$ cat config.mk
export PLATFORM = sky130hd
export DESIGN_NAME = lsu_bus_flat
export DESIGN_NICKNAME = d
export VERILOG_FILES = /design/src/rtl/lsu_bus_if.sv /design/src/rtl/lsu_bus.sv /design/src/flat_wrapper.sv
export SDC_FILE = /design/constraint.sdc
export NUM_CORES = 1
export LEC_CHECK = 0
export BUFFER_PORTS_ARGS = -buffer_cell sky130_fd_sc_hd__buf_2
export CELL_PAD_IN_SITES_DETAIL_PLACEMENT = 1
export CELL_PAD_IN_SITES_GLOBAL_PLACEMENT = 2
export CORE_MARGIN = 2
export CORE_UTILIZATION = 28
export CTS_CLUSTER_SIZE = 28
export DETAILED_ROUTE_END_ITERATION = 8
export PLACE_DENSITY = 0.92
export SKIP_CTS_REPAIR_TIMING = 1
export SYNTH_ARGS = -nofsm -noshare
export SYNTH_HDL_FRONTEND = slang
export SYNTH_SLANG_ARGS = --single-unit
$ cat constraint.sdc
create_clock -name clk -period 2.65 [get_ports clk]
set_input_delay 0.1325 -clock clk [delete_from_list [all_inputs] [get_ports clk]]
set_output_delay 0.1325 -clock clk [all_outputs]
set_load 0.01 [all_outputs]
$ cat src/rtl/lsu_bus_if.sv
// lsu_bus_if: handshake bundle for the load/store unit.
//   in_*  : request channel from the execute stage (valid/ready).
//   out_* : response channel back to the pipeline (valid/ready).
//   mem_* : single-outstanding memory port (req/gnt, then rvalid).
// The slave modport is the LSU's view; master is the surrounding environment.
interface lsu_bus_if #(
  parameter int unsigned ADDR_W = 32,
  parameter int unsigned DATA_W = 32
) ();
  localparam int unsigned NB = DATA_W / 8;

  logic              in_valid;
  logic              in_ready;
  logic              in_wen;
  logic [2:0]        in_funct3;
  logic [ADDR_W-1:0] in_addr;
  logic [DATA_W-1:0] in_wdata;

  logic              out_valid;
  logic              out_ready;
  logic [DATA_W-1:0] out_rdata;
  logic              out_err;

  logic              mem_req;
  logic              mem_gnt;
  logic              mem_we;
  logic [ADDR_W-1:0] mem_addr;
  logic [DATA_W-1:0] mem_wdata;
  logic [NB-1:0]     mem_wstrb;
  logic              mem_rvalid;
  logic [DATA_W-1:0] mem_rdata;
  logic              mem_rerr;

  modport slave (
    input  in_valid, in_wen, in_funct3, in_addr, in_wdata, out_ready,
           mem_gnt, mem_rvalid, mem_rdata, mem_rerr,
    output in_ready, out_valid, out_rdata, out_err,
           mem_req, mem_we, mem_addr, mem_wdata, mem_wstrb
  );

  modport master (
    output in_valid, in_wen, in_funct3, in_addr, in_wdata, out_ready,
           mem_gnt, mem_rvalid, mem_rdata, mem_rerr,
    input  in_ready, out_valid, out_rdata, out_err,
           mem_req, mem_we, mem_addr, mem_wdata, mem_wstrb
  );
endinterface

$ cat src/rtl/lsu_bus.sv
// lsu_bus: multi-cycle load/store unit on a request/response handshake bus.
//   clk : rising-edge clock.
//   rst : synchronous, active-high reset.
//   bus : lsu_bus_if.slave -- request in, response out, memory port.
// Accepts one access in IDLE, issues it on the memory port (REQ), waits for
// the single response beat (WAIT), then presents the formatted result (RESP).
// Optional build macro LSU_MISALIGN_TRAP_EN: misaligned accesses error out
// without touching the bus; otherwise they are issued with lanes truncated.
module lsu_bus #(
  parameter int unsigned ADDR_W = 32,
  parameter int unsigned DATA_W = 32
) (
  input  logic       clk,
  input  logic       rst,
  lsu_bus_if.slave   bus
);
  localparam int unsigned NB = DATA_W / 8;
  localparam int unsigned OW = $clog2(NB);

  typedef enum logic [1:0] {IDLE, REQ, WAIT, RESP} state_e;

  state_e            state_q, state_d;
  logic [ADDR_W-1:0] addr_q, addr_d;
  logic              we_q, we_d;
  logic [DATA_W-1:0] wdata_q, wdata_d;
  logic [NB-1:0]     strb_q, strb_d;
  logic [OW-1:0]     off_q, off_d;
  logic [2:0]        f3_q, f3_d;
  logic [DATA_W-1:0] rdata_q, rdata_d;
  logic              err_q, err_d;

  logic [OW-1:0]     offset;
  logic [NB-1:0]     size_mask;
  logic              legal;
  logic              acc_err;
  logic [DATA_W-1:0] shifted;
  logic [DATA_W-1:0] keep;
  logic              sign_bit;
  logic [DATA_W-1:0] fmt;
`ifdef LSU_MISALIGN_TRAP_EN
  logic              misaligned;
`endif

  // Request decode: legality, byte-lane mask and optional alignment trap.
  always_comb begin
    offset = bus.in_addr[OW-1:0];
    case (bus.in_funct3[1:0])
      2'd0:    size_mask = NB'(1);
      2'd1:    size_mask = NB'(3);
      2'd2:    size_mask = NB'(4'hF);
      default: size_mask = '1;
    endcase
    case (bus.in_funct3)
      3'd0, 3'd1, 3'd2, 3'd4, 3'd5: legal = 1'b1;
      3'd3, 3'd6:                   legal = (DATA_W == 64);
      default:                      legal = 1'b0;
    endcase
    if (bus.in_wen && bus.in_funct3[2]) legal = 1'b0;
`ifdef LSU_MISALIGN_TRAP_EN
    misaligned = |(offset & OW'((32'd1 << bus.in_funct3[1:0]) - 32'd1));
    acc_err    = !legal || misaligned;
`else
    acc_err    = !legal;
`endif
  end

  // Load formatting: bytes shifted in from beyond the beat are zero, so the
  // sign bit of a truncated misaligned load reads as 0 as well.
  always_comb begin
    shifted = bus.mem_rdata >> {off_q, 3'b000};
    case (f3_q[1:0])
      2'd0:    begin keep = DATA_W'(8'hFF);        sign_bit = shifted[7];        end
      2'd1:    begin keep = DATA_W'(16'hFFFF);     sign_bit = shifted[15];       end
      2'd2:    begin keep = DATA_W'(32'hFFFF_FFFF); sign_bit = shifted[31];       end
      default: begin keep = '1;                    sign_bit = shifted[DATA_W-1]; end
    endcase
    fmt = shifted & keep;
    if (!f3_q[2] && sign_bit) fmt = fmt | ~keep;
  end

  always_comb begin
    state_d = state_q;
    addr_d  = addr_q;
    we_d    = we_q;
    wdata_d = wdata_q;
    strb_d  = strb_q;
    off_d   = off_q;
    f3_d    = f3_q;
    rdata_d = rdata_q;
    err_d   = err_q;
    case (state_q)
      IDLE: begin
        if (bus.in_valid) begin
          f3_d  = bus.in_funct3;
          off_d = offset;
          we_d  = bus.in_wen;
          if (acc_err) begin
            rdata_d = '0;
            err_d   = 1'b1;
            state_d = RESP;
          end else begin
            addr_d  = {bus.in_addr[ADDR_W-1:OW], OW'(0)};
            wdata_d = bus.in_wdata << {offset, 3'b000};
            strb_d  = bus.in_wen ? (size_mask << offset) : '0;
            state_d = REQ;
          end
        end
      end
      REQ: begin
        if (bus.mem_gnt) state_d = WAIT;
      end
      WAIT: begin
        if (bus.mem_rvalid) begin
          rdata_d = (we_q || bus.mem_rerr) ? '0 : fmt;
          err_d   = bus.mem_rerr;
          state_d = RESP;
        end
      end
      default: begin
        if (bus.out_ready) state_d = IDLE;
      end
    endcase
  end

  always_ff @(posedge clk) begin
    if (rst) begin
      state_q <= IDLE;
      addr_q  <= '0;
      we_q    <= 1'b0;
      wdata_q <= '0;
      strb_q  <= '0;
      off_q   <= '0;
      f3_q    <= '0;
      rdata_q <= '0;
      err_q   <= 1'b0;
    end else begin
      state_q <= state_d;
      addr_q  <= addr_d;
      we_q    <= we_d;
      wdata_q <= wdata_d;
      strb_q  <= strb_d;
      off_q   <= off_d;
      f3_q    <= f3_d;
      rdata_q <= rdata_d;
      err_q   <= err_d;
    end
  end

  assign bus.in_ready  = (state_q == IDLE) && !rst;
  assign bus.mem_req   = (state_q == REQ);
  assign bus.mem_we    = we_q;
  assign bus.mem_addr  = addr_q;
  assign bus.mem_wdata = wdata_q;
  assign bus.mem_wstrb = strb_q;
  assign bus.out_valid = (state_q == RESP);
  assign bus.out_rdata = rdata_q;
  assign bus.out_err   = err_q;
endmodule

$ cat src/flat_wrapper.sv
// flat-port wrapper written by rule: the top's interface ports become plain ports
module lsu_bus_flat 
#(
  parameter int unsigned ADDR_W = 32,
  parameter int unsigned DATA_W = 32
)
  (clk, rst, bus_in_valid, bus_in_wen, bus_in_funct3, bus_in_addr, bus_in_wdata, bus_out_ready, bus_mem_gnt, bus_mem_rvalid, bus_mem_rdata, bus_mem_rerr, bus_in_ready, bus_out_valid, bus_out_rdata, bus_out_err, bus_mem_req, bus_mem_we, bus_mem_addr, bus_mem_wdata, bus_mem_wstrb);
  lsu_bus_if #(.ADDR_W(ADDR_W), .DATA_W(DATA_W)) bus_i ();
  input  logic clk;
  input  logic rst;
  input wire logic [$bits(bus_i.in_valid)-1:0] bus_in_valid;
  input wire logic [$bits(bus_i.in_wen)-1:0] bus_in_wen;
  input wire logic [$bits(bus_i.in_funct3)-1:0] bus_in_funct3;
  input wire logic [$bits(bus_i.in_addr)-1:0] bus_in_addr;
  input wire logic [$bits(bus_i.in_wdata)-1:0] bus_in_wdata;
  input wire logic [$bits(bus_i.out_ready)-1:0] bus_out_ready;
  input wire logic [$bits(bus_i.mem_gnt)-1:0] bus_mem_gnt;
  input wire logic [$bits(bus_i.mem_rvalid)-1:0] bus_mem_rvalid;
  input wire logic [$bits(bus_i.mem_rdata)-1:0] bus_mem_rdata;
  input wire logic [$bits(bus_i.mem_rerr)-1:0] bus_mem_rerr;
  output wire logic [$bits(bus_i.in_ready)-1:0] bus_in_ready;
  output wire logic [$bits(bus_i.out_valid)-1:0] bus_out_valid;
  output wire logic [$bits(bus_i.out_rdata)-1:0] bus_out_rdata;
  output wire logic [$bits(bus_i.out_err)-1:0] bus_out_err;
  output wire logic [$bits(bus_i.mem_req)-1:0] bus_mem_req;
  output wire logic [$bits(bus_i.mem_we)-1:0] bus_mem_we;
  output wire logic [$bits(bus_i.mem_addr)-1:0] bus_mem_addr;
  output wire logic [$bits(bus_i.mem_wdata)-1:0] bus_mem_wdata;
  output wire logic [$bits(bus_i.mem_wstrb)-1:0] bus_mem_wstrb;
  assign bus_i.in_valid = bus_in_valid;
  assign bus_i.in_wen = bus_in_wen;
  assign bus_i.in_funct3 = bus_in_funct3;
  assign bus_i.in_addr = bus_in_addr;
  assign bus_i.in_wdata = bus_in_wdata;
  assign bus_i.out_ready = bus_out_ready;
  assign bus_i.mem_gnt = bus_mem_gnt;
  assign bus_i.mem_rvalid = bus_mem_rvalid;
  assign bus_i.mem_rdata = bus_mem_rdata;
  assign bus_i.mem_rerr = bus_mem_rerr;
  assign bus_in_ready = bus_i.in_ready;
  assign bus_out_valid = bus_i.out_valid;
  assign bus_out_rdata = bus_i.out_rdata;
  assign bus_out_err = bus_i.out_err;
  assign bus_mem_req = bus_i.mem_req;
  assign bus_mem_we = bus_i.mem_we;
  assign bus_mem_addr = bus_i.mem_addr;
  assign bus_mem_wdata = bus_i.mem_wdata;
  assign bus_mem_wstrb = bus_i.mem_wstrb;
  lsu_bus #(.ADDR_W(ADDR_W), .DATA_W(DATA_W)) u_core (.clk(clk), .rst(rst), .bus(bus_i));
endmodule
Word level (Yosys, flattened, before mapping):

Index checks and enable logic that the tools add are counted.

* reduce and logical (&&, ||, !) cells: 17
* shift-type cells: 3
* equality and inequality tests: 13
* bitwise operators: 3
* multiplexer cells: 22

Operator list (count)
* two-way mux 32 bit: 5
* case mux 32 bit (2 select lines): 2
* AND 32 bit: 1
* NOT 32 bit: 1
* OR 32 bit: 1
* left shift 32 x 5 -> 32 bit: 1
* >> shifter 32 x 5 -> 32 bit: 1
* two-way mux 2 bit: 5
* != test 2 bit (second input constant): 4
* case mux 4 bit (2 select lines): 1
* AND reduction 4 bit: 2
* == test 2 x 1 -> 1 bit (second input constant): 3
* == test 3 bit (second input constant): 2
* logical NOT 2 bit: 3
* case mux 2 bit (3 select lines): 1
* two-way mux 1 bit: 5
* OR reduction 5 bit: 1
* == test 2 bit (second input constant): 2
* two-way mux 4 bit: 1
* case mux 1 bit (2 select lines): 2
* nonzero test 4 bit: 1
* left shift 4 x 2 -> 4 bit: 1
* == test 3 x 1 -> 1 bit (second input constant): 1
* == test 3 x 2 -> 1 bit (second input constant): 1
* 7 further kinds: 10

* logic and storage cells: 67
* register bits after elaboration: 107
* output and inout port bits: 105
* bits of input ports: 107

Logic depth before layout (Yosys ltp):

* depth after elaboration: 8
* gate-level depth with buffers: 9
* mapped depth without buffers: 6

Worst setup path after synthesis:

No wires, ideal clock.

* kind: reg2reg
* start point: register u_core.state_q[0]
* end point: register u_core.rdata_q[10] (netlist: u_core.bus.out_rdata[10])
* arrival time: 1712 ps
* cell stages (with the launch flop): 8
* path buffers: 1
* data required time: 2591 ps
* library setup time: 59 ps
* clock period less this slack: 1771 ps
* path slack: 879 ps
* cells stage by stage: dfxtp_1 -> inv_1 -> ha_1 -> nor3b_4 -> nand3_4 -> buf_6 -> nor3_4 -> a22o_1

* longest elaborated chain between the ends: 3
* elaborated cells on any way between the ends: 8
* classes of those cells: 4 x eq/ne; 1 x mux; 3 x reduce/logical

Ends and longest elaborated chain
* start, declared: RTL line lsu_bus.sv:22 `state_e state_q, state_d;`
* start signal, assigned: RTL line lsu_bus.sv:137 `state_q <= state_d;`
* == test 2 bit / logical NOT 2 bit (equally long branches): RTL line lsu_bus.sv:91 `case (state_q)`
* != test 2 bit (no line) / nonzero test 2 bit (equally long branches)
* AND reduction 4 bit (no line)
* end signal, assigned: RTL line lsu_bus.sv:144 `rdata_q <= rdata_d;`
* end, declared: RTL line lsu_bus.sv:29 `logic [DATA_W-1:0] rdata_q, rdata_d;`

Several ways; a longest one is shown, not always the timed one.
A chain may end at the register's enable or synchronous reset.

Final worst setup path:

* start point: register u_core.state_q[0]
* end point: register u_core.rdata_q[12] (netlist: u_core.bus.out_rdata[12])

Same word-level chain as after synthesis.

==> impl.org <==
** Timing
- After layout, the minimum clock period comes to 2.24 ns.
- Setup total negative slack on the finished layout was measured at 0 ns.
- At the pin with the least slew margin, the transition time is 0.815 ns.
- Worst setup margin :: 0.407 ns
- Setup repair after global routing left no endpoint under its margin.
- The clock arrives with 0.00973 ns of skew.
- The final number of max-transition violations came to 0.
- The worst path uses 84.6% of the clock period.
- Headroom to the max-slew limit came out at 45.7%.
- Setup violations remaining at the end of the flow were counted as 0.
- Derived from the worst setup path, the maximum achievable clock frequency is 446 MHz.
- The number of failing hold endpoints at the final stage was 0.

** Cells and area
- Highest-count cells in the layout ignoring fill and taps :: 208 x sky130_fd_sc_hd__buf_2, 107 x sky130_fd_sc_hd__dfxtp_1, 97 x sky130_fd_sc_hd__nand2_1, 84 x sky130_fd_sc_hd__a21oi_1, 39 x sky130_fd_sc_hd__nor2_1
- The library cell used most frequently in the layout, excluding fill and tap cells, is sky130_fd_sc_hd__buf_2.
- Cells with a size suffix above 1 make up 32.6% of the layout.
- Number of inserted filler cells in the final layout :: 2151
- Final cell area excluding filler cells :: 6440 sq um
- The final layout contains 881 nets.
- Final design utilization :: 37.4%
- Synth-to-layout area growth :: 30.9%

** Setup path
- The worst setup path is captured at a flop.
- Kind of start point of the critical path :: flop
- WP data arrival :: 2.54 ns
- The setup path with the least slack is of type flop to flop.
- Worst Path Max Fanout :: 14
- Critical path data required time :: 2.95 ns

** Placed design
- OpenSTA, run right after detailed placement, puts the worst setup slack at 0.419 ns.
- The wire-length estimate of the detail-placed layout is 12900 um.
- Placed standard-cell area :: 6120 sq um
- Routability cong. :: 0.828
- Port Buf Inserts :: 209

** Clock tree
- The H-tree was split into 3 levels.
- CTS sink cnt :: 107
- Clk_lat worst skew :: 0.36 ns
- In this run the clock root is driven by a sky130_fd_sc_hd__clkbuf_16.
- Maximum buffer depth of the clock tree :: 2
- After clock tree synthesis, the clock-pin slew on the worst setup and hold paths is 0.08 ns.
- TritonCTS built the clock tree.
- In this run, CTS created clock tree buffers numbering 9.

** Floorplanning
- The die covers 18700 sq um.
- Floorplan Core Area :: 17200 sq um
- Die Y-Extent :: 137 um
- Site row count :: 48
- Starting utilization of the core area :: 28.6%
- In this run the horizontal extent of the chip is 137 um.
- IO Count :: 212

** Detailed routing
- Total routed wirelength :: 16800 um
- DR WL/cell :: 16.8 um
- For this run, design rule violations remaining after detail routing come to 0.
- In this run, the number of DRC markers left after iteration 0 of detailed routing was 144.
- The detailed router placed 4888 vias in this run.
- Number of optimization iterations in the first detailed-route pass :: 4
- In the routed layout, each cell is associated on average with a via count of 4.87.
- Antenna-violating nets left :: 0

** Status
- Result of the run :: completed

** GRT
- The first global-routing pass estimated 25600 um of wire.
- Global-route total usage across every layer :: 17.7%
- Entering global routing, the biggest net connects 65 pins.
- Initial antenna violation count :: 4
- The number of global-route vias before repair is 4771.
- Leftover overflow at the end of global routing :: 0

** Power
- Power density over cell area :: 750 nW/um^2
- Leakage power summed over all cells :: 2.94 nW
- The worst-case IR drop observed on VDD is 0.380 mV.

** Run
- Across the run, the number of max-cap violations was 0.

** Yosys
- Mapped Avg Cell Area :: 8.39 sq um
- Summing the areas of all compound-gate instances in the mapped netlist gives 20.9% of the synthesized area.
- XOR/XNOR share of the synthesized area :: 0%
- Number of standard cells after synthesis :: 587
- After Yosys synthesis, full adders, half adders and majority gates account for 1.02% of the synthesized area.
- Counting flops with a built-in enable in the synthesized netlist gives 0.
- Multiplexer fraction of the synthesized cell area :: 8.92%
- Yosys printed 0 warnings.
- Of the total synthesized cell area, the portion taken by AND, OR, NAND and NOR gates is 20.4%.
- Total standard cell area after synthesis :: 4920 sq um
- After synthesis, flip-flops and latches occupy 43.5% of the total area.
- For this run, the leading register cell type out of synthesis is sky130_fd_sc_hd__dfxtp_1.
- Largest family of logic cells by synthesized area :: compound AO/OA/AOI/OAI gates
- The synthesized design contains 107 register bits.
- Share of synthesized flip-flops with an asynchronous set or reset :: 0%
- Count of distinct cell types in the synthesized netlist :: 47

** Min path
- The tightest min-delay check is of the input port to flop type.
[final timing paths]
check | start | end | slack [ns] | cells after the start
worst min register to register | u_core.bus.mem_addr[18] | u_core.bus.mem_addr[18] | 0.45 | 2
worst max register to register | u_core.state_q[0] | u_core.bus.out_rdata[12] | 0.41 | 6
worst min-delay path | bus_in_addr[20] | u_core.bus.mem_addr[20] | 0.005 | 3
worst max-delay path | u_core.state_q[0] | u_core.bus.out_rdata[12] | 0.41 | 6
[Yosys cell counts, types with 3 or more instances]
cell	count	area (sq um)
sky130_fd_sc_hd__o21ai_0	9	45.0
sky130_fd_sc_hd__a211o_1	15	131
sky130_fd_sc_hd__a211oi_1	25	188
sky130_fd_sc_hd__nand2_1	97	364
sky130_fd_sc_hd__inv_1	5	18.8
sky130_fd_sc_hd__a22o_1	7	61.3
sky130_fd_sc_hd__dfxtp_1	107	2140
sky130_fd_sc_hd__buf_2	14	70.1
sky130_fd_sc_hd__clkbuf_1	26	97.6
sky130_fd_sc_hd__buf_4	6	45.0
sky130_fd_sc_hd__nor2b_1	12	75.1
sky130_fd_sc_hd__nor3_1	27	135
sky130_fd_sc_hd__buf_1	3	11.3
sky130_fd_sc_hd__mux2i_1	36	360
sky130_fd_sc_hd__a21oi_1	84	420
sky130_fd_sc_hd__and2_0	3	18.8
sky130_fd_sc_hd__nand3_1	18	90.1
sky130_fd_sc_hd__nor2_1	40	150
sky130_fd_sc_hd__and2_1	4	25.0
sky130_fd_sc_hd__o2111ai_1	7	61.3
sky130_fd_sc_hd__ha_1	4	50.1
sky130_fd_sc_hd__mux2_2	7	78.8
[power by group]
group / internal, mW / switching, mW / total (mW)
Clock: 0.741 / 0.648 / 1.39
Combinational: 0.564 / 0.987 / 1.55
Sequential: 1.77 / 0.119 / 1.89
[critical path, stage by stage (launching register included)]
cell and delay, ns:
sky130_fd_sc_hd__dfxtp_1 0.35, sky130_fd_sc_hd__inv_1 0.09, sky130_fd_sc_hd__ha_1 0.45, sky130_fd_sc_hd__nand3_1 0.35, sky130_fd_sc_hd__a31oi_2 0.48, sky130_fd_sc_hd__buf_4 0.30
sky130_fd_sc_hd__a22o_1 0.17
[area by class of cell]
cell class              instances  area [sq um]  share of cell area [%]
diodes                          3          7.51                   0.116
clock buffers                   9           225                    3.49
clock inverters                 7          73.8                    1.15
inverters                       6          22.5                   0.349
multi-input cells             425          2540                    39.4
flip-flops and latches        107          2140                    33.2
well taps                     225           282                    4.37
repair buffers                221          1160                    17.9
[metal layers]
layer / GRT usage (%) / wire length (um)
met1: 21.5 / 7290
met4: 5.27 / 202
met3: 6.37 / 1520
met5: 0 / 11
met2: 29.3 / 7810
[flip-flops by register name, summed over array words and instances (netlist names)]
signal	flops
u_core.bus.mem_wdata	32
u_core.off_q	2
u_core.bus.mem_addr	30
u_core.bus.out_rdata	32
u_core.bus.out_err	1
u_core.state_q	2
u_core.bus.mem_wstrb	4
u_core.f3_q	3
u_core.bus.mem_we	1
[cells by family after synthesis]
| family | count (synthesis) |
|---|---|
| AO/OA/AOI/OAI | 160 |
| adder cells (fa/ha/maj) | 4 |
| buffers and inverters | 56 |
| flip-flops | 107 |
| multiplexers | 43 |
| other | 1 |
| AND/OR/NAND/NOR | 216 |
[through the flow]
stage | total power [mW] | instances | hold WS [ns]
floorplan | 2.95 | 588 | 0.250
global placement | 3.47 | 982 | 0.375
detailed placement | 3.50 | 982 | 0.379
CTS | 4.91 | 998 | -0.0134
global route | 5.16 | 1001 | 0.000610
finish | 4.83 | 1003 | 0.00468
No activity file was read; power rests on OpenSTA's default activity.
